`src/rtl/seq_signed_multiplier_pkg.sv`:
```
// Shared definitions for the sequential signed/unsigned Booth multiplier:
// FSM encoding, operand mode constants and the product width helper.
package seq_signed_multiplier_pkg;

  localparam logic [1:0] IDLE = 2'd0;
  localparam logic [1:0] CALC = 2'd1;
  localparam logic [1:0] DONE = 2'd2;

  // Indexed as {S1, S0}
  localparam logic [1:0] MODE_UU = 2'b00;
  localparam logic [1:0] MODE_SU = 2'b01;
  localparam logic [1:0] MODE_US = 2'b10;
  localparam logic [1:0] MODE_SS = 2'b11;

  function automatic int prod_width(input int w);
    return 2 * w + 1;
  endfunction

endpackage

```
`src/rtl/seq_signed_multiplier_if.sv`:
```
// Request/result bundle of the sequential multiplier.
interface seq_signed_multiplier_if
  import seq_signed_multiplier_pkg::*;
#(
  parameter int WIDTH = 4
);
  logic                           Start;
  logic [WIDTH-1:0]               inputA;
  logic [WIDTH-1:0]               inputB;
  logic                           S0;
  logic                           S1;
  logic                           Busy;
  logic                           Valid;
  logic [prod_width(WIDTH)-1:0]   Product;

  modport master (
    output Start, inputA, inputB, S0, S1,
    input  Busy, Valid, Product
  );

  modport slave (
    input  Start, inputA, inputB, S0, S1,
    output Busy, Valid, Product
  );
endinterface

```
`src/rtl/seq_signed_multiplier_booth_step.sv`:
```
// One radix-2 Booth step: add/subtract the multiplicand into the upper half,
// then arithmetic-shift the whole accumulator right by one.
module booth_step #(
  parameter int WIDTH = 4
) (
  input  logic [2*WIDTH+1:0] acc,
  input  logic [WIDTH:0]     mcand,
  input  logic [1:0]         pair,
  output logic [2*WIDTH+1:0] acc_next,
  output logic               shift_out
);

  logic [WIDTH+1:0] hi;
  logic [WIDTH+1:0] m;
  logic [WIDTH+1:0] sum;

  // One guard bit keeps the add/subtract exact before the shift drops it back
  always_comb begin
    hi  = {acc[2*WIDTH+1], acc[2*WIDTH+1:WIDTH+1]};
    m   = {mcand[WIDTH], mcand};
    sum = hi;
    case (pair)
      2'b01:   sum = hi + m;
      2'b10:   sum = hi - m;
      default: sum = hi;
    endcase
  end

  assign {acc_next, shift_out} = {sum, acc[WIDTH:0]};

endmodule

```
`src/rtl/seq_signed_multiplier.sv`:
```
// Sequential multiplier with per-operand signedness; one Booth step per cycle
// over WIDTH+1-bit extended operands, result valid WIDTH+2 cycles after Start.
module seq_signed_multiplier
  import seq_signed_multiplier_pkg::*;
#(
  parameter int WIDTH = 4
) (
  input logic                    Clock,
  input logic                    Reset,
  seq_signed_multiplier_if.slave bus
);

  localparam int PW = prod_width(WIDTH);
  localparam int AW = PW + 1;
  localparam int CW = $clog2(WIDTH + 2);

  logic [1:0]       state;
  logic [AW-1:0]    acc;
  logic [AW-1:0]    acc_next;
  logic [WIDTH:0]   mcand;
  logic             q_prev;
  logic             shift_out;
  logic [CW-1:0]    cnt;
  logic [PW-1:0]    product;
  logic             valid;
  logic [1:0]       mode;
  logic [WIDTH:0]   ext_a;
  logic [WIDTH:0]   ext_b;
  logic             a_signed;
  logic             b_signed;

  always_comb begin
    mode     = {bus.S1, bus.S0};
    a_signed = (mode == MODE_SU) || (mode == MODE_SS);
    b_signed = (mode == MODE_US) || (mode == MODE_SS);
    ext_a    = {a_signed & bus.inputA[WIDTH-1], bus.inputA};
    ext_b    = {b_signed & bus.inputB[WIDTH-1], bus.inputB};
  end

  booth_step #(.WIDTH(WIDTH)) u_step (
    .acc       (acc),
    .mcand     (mcand),
    .pair      ({acc[0], q_prev}),
    .acc_next  (acc_next),
    .shift_out (shift_out)
  );

  always_ff @(posedge Clock) begin
    if (!Reset) begin
      state   <= IDLE;
      acc     <= '0;
      mcand   <= '0;
      q_prev  <= 1'b0;
      cnt     <= '0;
      product <= '0;
      valid   <= 1'b0;
    end else begin
      valid <= 1'b0;
      case (state)
        IDLE: begin
          if (bus.Start) begin
            acc    <= AW'(ext_b);
            mcand  <= ext_a;
            q_prev <= 1'b0;
            cnt    <= '0;
            state  <= CALC;
          end
        end
        CALC: begin
          acc    <= acc_next;
          q_prev <= shift_out;
          cnt    <= cnt + CW'(1);
          if (cnt == CW'(WIDTH)) state <= DONE;
        end
        DONE: begin
          product <= acc[PW-1:0];
          valid   <= 1'b1;
          state   <= IDLE;
        end
        default: state <= IDLE;
      endcase
    end
  end

  assign bus.Busy    = (state != IDLE);
  assign bus.Valid   = valid;
  assign bus.Product = product;

endmodule

```
`src/flat_wrapper.sv`:
```
// flat-port wrapper written by rule: the top's interface ports become plain ports
module seq_signed_multiplier_flat import seq_signed_multiplier_pkg::*;
#(
  parameter int WIDTH = 4
)
  (Clock, Reset, bus_Start, bus_inputA, bus_inputB, bus_S0, bus_S1, bus_Busy, bus_Valid, bus_Product);
  seq_signed_multiplier_if #(.WIDTH(WIDTH)) bus_i ();
  input logic Clock;
  input logic Reset;
  input wire logic [$bits(bus_i.Start)-1:0] bus_Start;
  input wire logic [$bits(bus_i.inputA)-1:0] bus_inputA;
  input wire logic [$bits(bus_i.inputB)-1:0] bus_inputB;
  input wire logic [$bits(bus_i.S0)-1:0] bus_S0;
  input wire logic [$bits(bus_i.S1)-1:0] bus_S1;
  output wire logic [$bits(bus_i.Busy)-1:0] bus_Busy;
  output wire logic [$bits(bus_i.Valid)-1:0] bus_Valid;
  output wire logic [$bits(bus_i.Product)-1:0] bus_Product;
  assign bus_i.Start = bus_Start;
  assign bus_i.inputA = bus_inputA;
  assign bus_i.inputB = bus_inputB;
  assign bus_i.S0 = bus_S0;
  assign bus_i.S1 = bus_S1;
  assign bus_Busy = bus_i.Busy;
  assign bus_Valid = bus_i.Valid;
  assign bus_Product = bus_i.Product;
  seq_signed_multiplier #(.WIDTH(WIDTH)) u_core (.Clock(Clock), .Reset(Reset), .bus(bus_i));
endmodule
```
`config.mk`:
```
export PLATFORM = sky130hd
export DESIGN_NAME = seq_signed_multiplier_flat
export DESIGN_NICKNAME = d
export VERILOG_FILES = /design/src/rtl/seq_signed_multiplier_pkg.sv /design/src/rtl/seq_signed_multiplier_if.sv /design/src/rtl/seq_signed_multiplier_booth_step.sv /design/src/rtl/seq_signed_multiplier.sv /design/src/flat_wrapper.sv
export SDC_FILE = /design/constraint.sdc
export NUM_CORES = 1
export LEC_CHECK = 0
export ABC_AREA = 1
export CORE_UTILIZATION = 49
export DETAILED_ROUTE_END_ITERATION = 8
export GPL_TIMING_DRIVEN = 0
export HOLD_SLACK_MARGIN = 0.1
export PLACE_DENSITY = 0.73
export SLEW_MARGIN = 10
export SYNTH_ARGS = -nofsm -noshare
export SYNTH_HDL_FRONTEND = slang
export SYNTH_SLANG_ARGS = --single-unit
```
`constraint.sdc`:
```
create_clock -name Clock -period 4.6 [get_ports Clock]
set_input_delay 0.92 -clock Clock [delete_from_list [all_inputs] [get_ports Clock]]
set_output_delay 0.92 -clock Clock [all_outputs]
set_load 0.02 [all_outputs]
```
==> summary.txt <==
Clock network
  • Postcts setup bufs: 0
  • Htree depth: 2
  • Maximum buffer depth of the clock tree: 2
  • Post-CTS sizing: 0
  • TritonCTS clock tree: done
  • CTS Buf Count: 5
  • CTS clk-pin slew, worst paths: 100 ps
  • Hold buffer count at CTS: 0
  • Skew-Pair Late Insertion Delay: 330 ps
  • CTS Sinks: 31
  • Clk root buf: clkbuf_4

Finish
  • Commonest non-fill, non-tap cell in the layout: dfxtp_1
  • Syn-to-layout area delta: 21.2%
  • Commonest cells after routing, fill and taps aside: dfxtp_1 (31), nor2_1 (27), a21oi_1 (27)
  • Share of layout cells above drive strength 1: 0.0847
  • Filler instances: 304
  • Layout Nets: roughly 270
  • Antenna cells: 0

Worst setup path
  • R2r setup slk: 2490 ps
  • WP data arrival: 1490 ps
  • Worst Setup Start Kind: register
  • Worst setup EP type: output pin
  • Kind of critical path: register to output pin
  • CP required: about 3700 ps
  • Critical Path Fanout Max: 2

Timing
  • Minimum clock period: 2410 ps
  • Final Hold Fails: 0
  • Worst-Margin Slew: ~540 ps
  • Max Slew Vio Count: 0
  • RSZ-0062 raised after global routing: no
  • # setup viols final: 0
  • Final period util: 0.523
  • Fin Setup TNS: 0 ps
  • Max Clock Freq: 415 MHz
  • Worst rel slew slack: 0.639
  • Hold slack: 477 ps
  • Setup Skew: 13.1 ps

Yosys
  • Number of synthesized register bits: 31
  • Primary FF master, synth: dfxtp_1
  • Post-Syn Area: between 0.0015 and 0.002 mm^2
  • Synth cell types: 28
  • Post-synth EDFFs: 0
  • Seq/Total Area, Yosys: 0.385
  • Cells after Synth: 218
  • Synth Area per Inst: 7.39 um^2
  • Net Count, Synth: 241
  • Synth warn: 0
  • Ys async rst share: 0

Placement
  • Port Buf Inserts: 23
  • GPL Wtd Cong: 0.837
  • DP HPWL: 2490 um

Route
  • Pre-Repair DR Iteration Count: 4
  • Final WL: 3330 um
  • Final ANT Viol Nets: 0
  • Routed vias: 1461
  • Drt wl/cell: about 11 um
  • Vias per cell: ~5
  • Remaining DRCs: 0
  • DR iter-0 viols: 50

Global routing
  • Vias in the first global route: 1275
  • Initial antenna violation count: 0
  • Maximum number of pins on one net before global-route repair: 11
  • First-pass GRT wire length: 5680 um
  • Total Routing Usage GR: 0.218
  • Gr ovfl total: 0

Die
  • Core area: slightly above 0.003 mm^2
  • I/O pins: 24
  • Row Count: 20
  • Initial core utilization: 0.524
  • Die X: 59.4 um
  • Area of the die: 0.00352 mm^2
  • Height of the chip: 59.4 um

Outcome
  • Outcome: finished, final reports clean

Power and ir drop
  • Static power due to leakage: 0.849 nW
  • Worst vdd ir: 220 uV
  • PD cells: 311 mW/mm^2

Run
  • Max Cap Violations: 0

Worst hold path
  • HP Class: register to register
-- worst max-delay path: stages (launching register included) --
cell and delay [ps]:
dfxtp_1 400, inv_2 70, nand2_4 90, clkdlybuf4s50_1 600
-- sequential cells by signal (all words and copies together), names as in the netlist --
register	flops
u_core.acc	10
u_core.bus.Product	9
u_core.bus.Valid	1
u_core.state	2
u_core.cnt	3
u_core.mcand	5
u_core.q_prev	1
-- layout make-up --
class,instances,area [um^2],area share
Clock inverter,1,5.00,0.00256
Sequential cell,31,621,0.318
Buffer,7,40.0,0.0205
Timing Repair Buffer,23,230,0.118
Inverter,29,109,0.0557
Multi-Input combinational cell,151,842,0.431
Clock buffer,6,51.3,0.0263
Tap cell,44,55.1,0.0282
-- synth_stat cells, types with 3 or more instances --
| library cell | number | area (um^2) |
|---|---|---|
| nand3_1 | 19 | 95.1 |
| nor2_1 | 27 | 101 |
| ha_1 | 9 | 113 |
| clkbuf_1 | 3 | 11.3 |
| inv_2 | 5 | 18.8 |
| inv_1 | 24 | 90.1 |
| dfxtp_1 | 31 | 621 |
| a21oi_1 | 27 | 135 |
| nand2_1 | 26 | 97.6 |
| o21ai_0 | 23 | 115 |
-- stage by stage --
stage / total power (W) / cells / area [um^2] / setup slack, ps / utilization
2_1_floorplan: 0.000411 / 218 / 1610 / 2700 / -
3_3_place_gp: 0.000449 / 285 / 1900 / 2410 / 0.616
3_5_place_dp: 0.000450 / 285 / 1900 / 2400 / 0.616
4_1_cts: 0.000612 / 292 / 1950 / 2180 / 0.635
5_1_grt: 0.000648 / 292 / 1950 / 2110 / 0.635
6_report: 0.000608 / 292 / 1950 / 2190 / 0.635
-- power by group --
| part | internal, W | switching [W] | leakage [nW] |
|---|---|---|---|
| Clock | 0.0000707 | 0.0000937 | 0.0341 |
| Sequential | 0.000280 | 0.0000103 | 0.253 |
| Combinational | 0.0000642 | 0.0000886 | 0.563 |
| Total | 0.000415 | 0.000193 | 0.849 |
-- cell families (layout without fill, tap and decap cells) --
| logic type | count (synthesis) | in the layout | synth area share |
|---|---|---|---|
| AND/OR/NAND/NOR | 81 | 81 | 0.239 |
| flip-flops | 31 | 31 | 0.385 |
| buffers and inverters | 36 | 66 | 0.0924 |
| adder cells (fa/ha/maj) | 10 | 10 | 0.0823 |
| XOR/XNOR | 3 | 3 | 0.0163 |
| AO/OA/AOI/OAI | 57 | 57 | 0.185 |
-- per-layer routing --
metal	routed length [um]	part of all wire	vias to the layer above	GRT usage
li1	-	-	786	-
met1	1670	0.50	649	0.299
met2	1500	0.45	19	0.331
met3	110	0.033	7	0.0590
met4	46	0.014	0	0.0714
met5	0	0	-	0
-- path summary, 6_finish.rpt --
| check | start | endpoint | depth (start not counted) |
|---|---|---|---|
| setup / recovery | u_core.state[1] | bus_Busy | 3 |
| hold / removal | u_core.acc[4] | u_core.acc[3] | 2 |
| setup reg to reg | u_core.acc[0] | u_core.acc[9] | 14 |
| hold reg to reg | u_core.acc[4] | u_core.acc[3] | 2 |
Note: power is estimated with default switching activity, not from simulation.
